`config.mk`:
```
export PLATFORM = sky130hd
export DESIGN_NAME = multdiv_sequencer
export DESIGN_NICKNAME = d
export VERILOG_FILES = /design/src/rtl/multdiv_pkg.sv /design/src/rtl/multdiv_sequencer.sv
export SDC_FILE = /design/constraint.sdc
export NUM_CORES = 1
export LEC_CHECK = 0
export BUFFER_PORTS_ARGS = -buffer_cell sky130_fd_sc_hd__buf_2
export CAP_MARGIN = 20
export CORE_ASPECT_RATIO = 1.75
export CORE_UTILIZATION = 49
export CTS_CLUSTER_SIZE = 25
export DETAILED_ROUTE_END_ITERATION = 8
export HOLD_SLACK_MARGIN = 0.12
export PLACE_DENSITY = 0.85
export SYNTH_ARGS = -nofsm -noshare
export SYNTH_HDL_FRONTEND = slang
export SYNTH_SLANG_ARGS = --single-unit
```
`constraint.sdc`:
```
create_clock -name clock -period 3.6 [get_ports clock]
set_input_delay 0.9 -clock clock [delete_from_list [all_inputs] [get_ports clock]]
set_output_delay 0.9 -clock clock [all_outputs]
set_load 0.1 [all_outputs]
```
`src/rtl/multdiv_pkg.sv`:
```
// Shared types and constants for the multiply/divide control front end.
package multdiv_pkg;

    typedef enum logic [1:0] {
        IDLE    = 2'd0,
        CLEAR   = 2'd1,
        RUN     = 2'd2,
        CAPTURE = 2'd3
    } md_state_t;

    localparam logic OP_MULT = 1'b0;
    localparam logic OP_DIV  = 1'b1;

    localparam int MD_LATENCY_DEFAULT = 34;
    localparam int MD_CNT_W           = 6;

endpackage

```
`src/rtl/multdiv_sequencer.sv`:
```
// Sequences one MULT/DIV through the iterative engine and commits Hi/Lo; done lands MD_LATENCY+2 cycles
// after acceptance; requests are not queued, op_req is only honoured in IDLE while stall holds the pipeline.
module multdiv_sequencer
    import multdiv_pkg::*;
#(
    parameter int MD_LATENCY = MD_LATENCY_DEFAULT
) (
    input  logic        clock,
    input  logic        Reset_n,
    input  logic        op_req,
    input  logic        op_sel,
    input  logic [31:0] RegA_out,
    input  logic [31:0] RegB_out,
    output logic [31:0] md_a,
    output logic [31:0] md_b,
    output logic        md_ctrl,
    output logic        md_clr,
    input  logic [31:0] md_hi,
    input  logic [31:0] md_lo,
    input  logic        md_dbz,
    output logic [31:0] Hi,
    output logic [31:0] Lo,
    output logic        stall,
    output logic        done,
    output logic        div_zero_exc
);

    if (MD_LATENCY < 1 || MD_LATENCY > 63) begin : g_latency_range
        $error("multdiv_sequencer: MD_LATENCY must be within 1..63");
    end

    localparam logic [MD_CNT_W-1:0] CNT_LAST = MD_CNT_W'(MD_LATENCY - 1);

    md_state_t             state_q, state_d;
    logic [MD_CNT_W-1:0]   cnt_q, cnt_d;
    logic [31:0]           a_q, a_d, b_q, b_d;
    logic [31:0]           hi_q, hi_d, lo_q, lo_d;
    logic                  op_q, op_d;
    logic                  clr_q, clr_d;
    logic                  stall_q, stall_d;
    logic                  done_q, done_d;
    logic                  dze_q, dze_d;

    always_ff @(posedge clock or negedge Reset_n) begin
        if (!Reset_n) begin
            state_q <= IDLE;
            cnt_q   <= '0;
            a_q     <= '0;
            b_q     <= '0;
            hi_q    <= '0;
            lo_q    <= '0;
            op_q    <= OP_MULT;
            clr_q   <= 1'b0;
            stall_q <= 1'b0;
            done_q  <= 1'b0;
            dze_q   <= 1'b0;
        end else begin
            state_q <= state_d;
            cnt_q   <= cnt_d;
            a_q     <= a_d;
            b_q     <= b_d;
            hi_q    <= hi_d;
            lo_q    <= lo_d;
            op_q    <= op_d;
            clr_q   <= clr_d;
            stall_q <= stall_d;
            done_q  <= done_d;
            dze_q   <= dze_d;
        end
    end

    always_comb begin
        state_d = state_q;
        cnt_d   = cnt_q;
        a_d     = a_q;
        b_d     = b_q;
        hi_d    = hi_q;
        lo_d    = lo_q;
        op_d    = op_q;
        clr_d   = 1'b0;
        done_d  = 1'b0;
        dze_d   = 1'b0;
        // stall drops the cycle after done; a fresh acceptance below re-arms it
        stall_d = done_q ? 1'b0 : stall_q;

        case (state_q)
            IDLE: begin
                if (op_req) begin
                    a_d     = RegA_out;
                    b_d     = RegB_out;
                    op_d    = op_sel;
                    clr_d   = 1'b1;
                    stall_d = 1'b1;
                    state_d = CLEAR;
                end
            end
            CLEAR: begin
                cnt_d   = '0;
                state_d = RUN;
            end
            RUN: begin
                cnt_d = cnt_q + 1'b1;
                // divide-by-zero outranks latency expiry landing in the same cycle
                if (op_q == OP_DIV && md_dbz) begin
                    done_d  = 1'b1;
                    dze_d   = 1'b1;
                    state_d = IDLE;
                end else if (cnt_q == CNT_LAST) begin
                    hi_d    = md_hi;
                    lo_d    = md_lo;
                    done_d  = 1'b1;
                    state_d = CAPTURE;
                end
            end
            CAPTURE: begin
                state_d = IDLE;
            end
            default: begin
                state_d = IDLE;
            end
        endcase
    end

    assign md_a         = a_q;
    assign md_b         = b_q;
    assign md_ctrl      = op_q;
    assign md_clr       = clr_q;
    assign Hi           = hi_q;
    assign Lo           = lo_q;
    assign stall        = stall_q;
    assign done         = done_q;
    assign div_zero_exc = dze_q;

endmodule

```
==> flow_metrics.tcl <==
set metrics [dict create \
    start_kind "flip-flop" \
    clock_skew_ns 0.01008 \
    routabilityCongestion 0.7778 \
    cp.required_ns 3.87 \
    antenna_found_initial 0 \
    syn_inst 332 \
    initial_core_util 0.5060 \
    routed_wl_um 12780 \
    period_minus_slack_ns 2.226 \
    hpwl_um 9697 \
    setup_viol_count_final 0 \
    numCtsBuffers 17 \
    pin_count 266 \
    clock_latency_ns 0.40 \
    yosysSeqAreaShare 0.6519 \
    hold_viol 0 \
    fmax_mhz 449.2 \
    rsz0062_at_grt "false" \
    report.final.slew_viol_count 0 \
    overflow 0 \
    arrival_ns 2.49 \
    grt_usage 0.2310 \
    dr_wl_met2_um 7175 \
    multi_input_area_um2 1760 \
    syn_area_um2 5413 \
    layout.area.seq_um2 3528 \
    grt_pass1_vias 4102 \
    vias 3803 \
    drive_above_1_share 0.6909 \
    layout.nets 744 \
    final_cell_mix "buf_2, dfrtp_1, mux2_2" \
    setup_tns_ns 0 \
    die_area_um2 11490 \
    n_antenna_cell 0 \
    stdcell_count 748 \
    layout_commonest_cell "buf_2" \
    routedWlPerCell_um 17.08 \
    synth_area_per_cell_um2 16.30 \
    fillers 750 \
    drc 0 \
    core_um2 10700 \
    wl_met3_um 814 \
    htreeDepth 4 \
    cts_tree "yes" \
    worstSetupPathType "flip-flop to flip-flop" \
    clk_pin_slew_ns 0.06 \
    via_per_inst 5.084 \
    cap_violations 0 \
    slew_headroom 0.5973 \
    io_buffers 265 \
    clock_path_buffers 2 \
    post_cts_resized 0 \
    worst_pin_slew_ns 0.6040 \
    ys_seq_elements 141 \
    crit_fanout 64 \
    drt-met1-wl_um 4253 \
    period_share 0.6183 \
    yosys_warnings 0 \
    grt_pass1_wl_um 19640 \
    dr.first_iter.drc_count 101 \
    ys_async_sr_fraction 1.000 \
    synth_top_flop_cell "dfrtp_1" \
    status "complete, no violations" \
    post_cts_buffers 0 \
    die_y_um 141.0 \
    grt_max_degree 66 \
    firstDrtPassIters 4 \
    top_layer "met4" \
    die_x_um 81.45 \
    cp-end-kind "flip-flop" \
    cts_hold_buf 0 \
    ant_nets 0 \
    worstHoldPathType "primary input to async pin" \
    area_delta_synth_final_pct 38.26 \
    synthesis.nets 470 \
    clock-sinks 141 \
    cts_root_buf "clkbuf_16" \
    std_cell_rows 50 \
    synth_edf_count 0 \
    ys_types 30 \
    placed_cells 717 \
]
through the flow:
stage / worst slack [ns] / instance area (um2) / utilization / hold WS (ns)
after floorplan: 1.422 / 5413 / - / 0.4946
after global placement: 1.363 / 6865 / 0.6418 / 0.4599
after detailed placement: 1.334 / 6865 / 0.6418 / 0.4662
after CTS: 1.370 / 7483 / 0.6995 / 0.4872
after global routing: 1.254 / 7483 / 0.6995 / 0.5040
final: 1.374 / 7483 / 0.6995 / 0.4736
synthesized netlist by cell type, drive strengths merged (3+ instances only):
| cell | n | area share |
|---|---|---|
| nor2 | 3 | 0.0021 |
| dfrtp | 141 | 0.65 |
| nand3 | 4 | 0.0037 |
| ha | 5 | 0.012 |
| o21ai | 4 | 0.0037 |
| inv | 5 | 0.0035 |
| mux2 | 129 | 0.27 |
| nand2 | 4 | 0.0028 |
| buf | 13 | 0.018 |
worst max-delay path, cell delays in order (launching register included):
cell,delay (ns)
dfrtp_1,0.41
inv_1,0.13
ha_1,0.34
a21bo_2,0.32
nor3_4,0.16
buf_12,0.32
mux2_2,0.39
cell type report:
| cell class | instances | share of cell area |
|---|---|---|
| timing repair buffer | 270 | 0.1864 |
| clock buffer | 23 | 0.06521 |
| sequential | 141 | 0.4715 |
| multi-input combinational | 171 | 0.2352 |
| clock inverter | 8 | 0.01739 |
| inverter | 5 | 0.002508 |
| tap | 130 | 0.02174 |
sequential cells by signal, summed over array words and instances, names as in the netlist:
register / flops
div_zero_exc: 1
md_clr: 1
stall: 1
md_ctrl: 1
Hi: 32
done: 1
state_q: 2
Lo: 32
md_b: 32
cnt_q: 6
md_a: 32
routing by layer:
metal	GRT usage	up-vias
met1	0.2262	1882
li1	-	1711
met3	0.06408	40
met2	0.4154	170
met4	0.1344	0
met5	0	-
cells by family (layout without fill, tap and decap cells):
family                     after synthesis  in the layout  synth area share
AOI/OAI and AO/OA                       12             12           0.01595
xor gates and xnor gates                 1              1          0.001618
adders and majority gates                5              5           0.01156
buffers and inverters                   20            306           0.02312
DFF                                    141            141            0.6519
muxes                                  130            130            0.2702
and+or+nand+nor                         23             23           0.02566
worst paths after layout:
kind,startpoint,to,slack (ns),cells past startpoint
max,state_q[0],Hi[18],1.37,6
min,Reset_n,md_a[20],0.47,1
max reg2reg,state_q[0],Hi[18],1.37,6
min reg2reg,Lo[11],Lo[11],0.49,1
max in group asynchronous,Reset_n,Hi[15],2.27,2
min in group clock,Lo[11],Lo[11],0.49,1
Power is not shown: default switching activity piles up to over one toggle a cycle in this logic, so the estimate is an artifact.
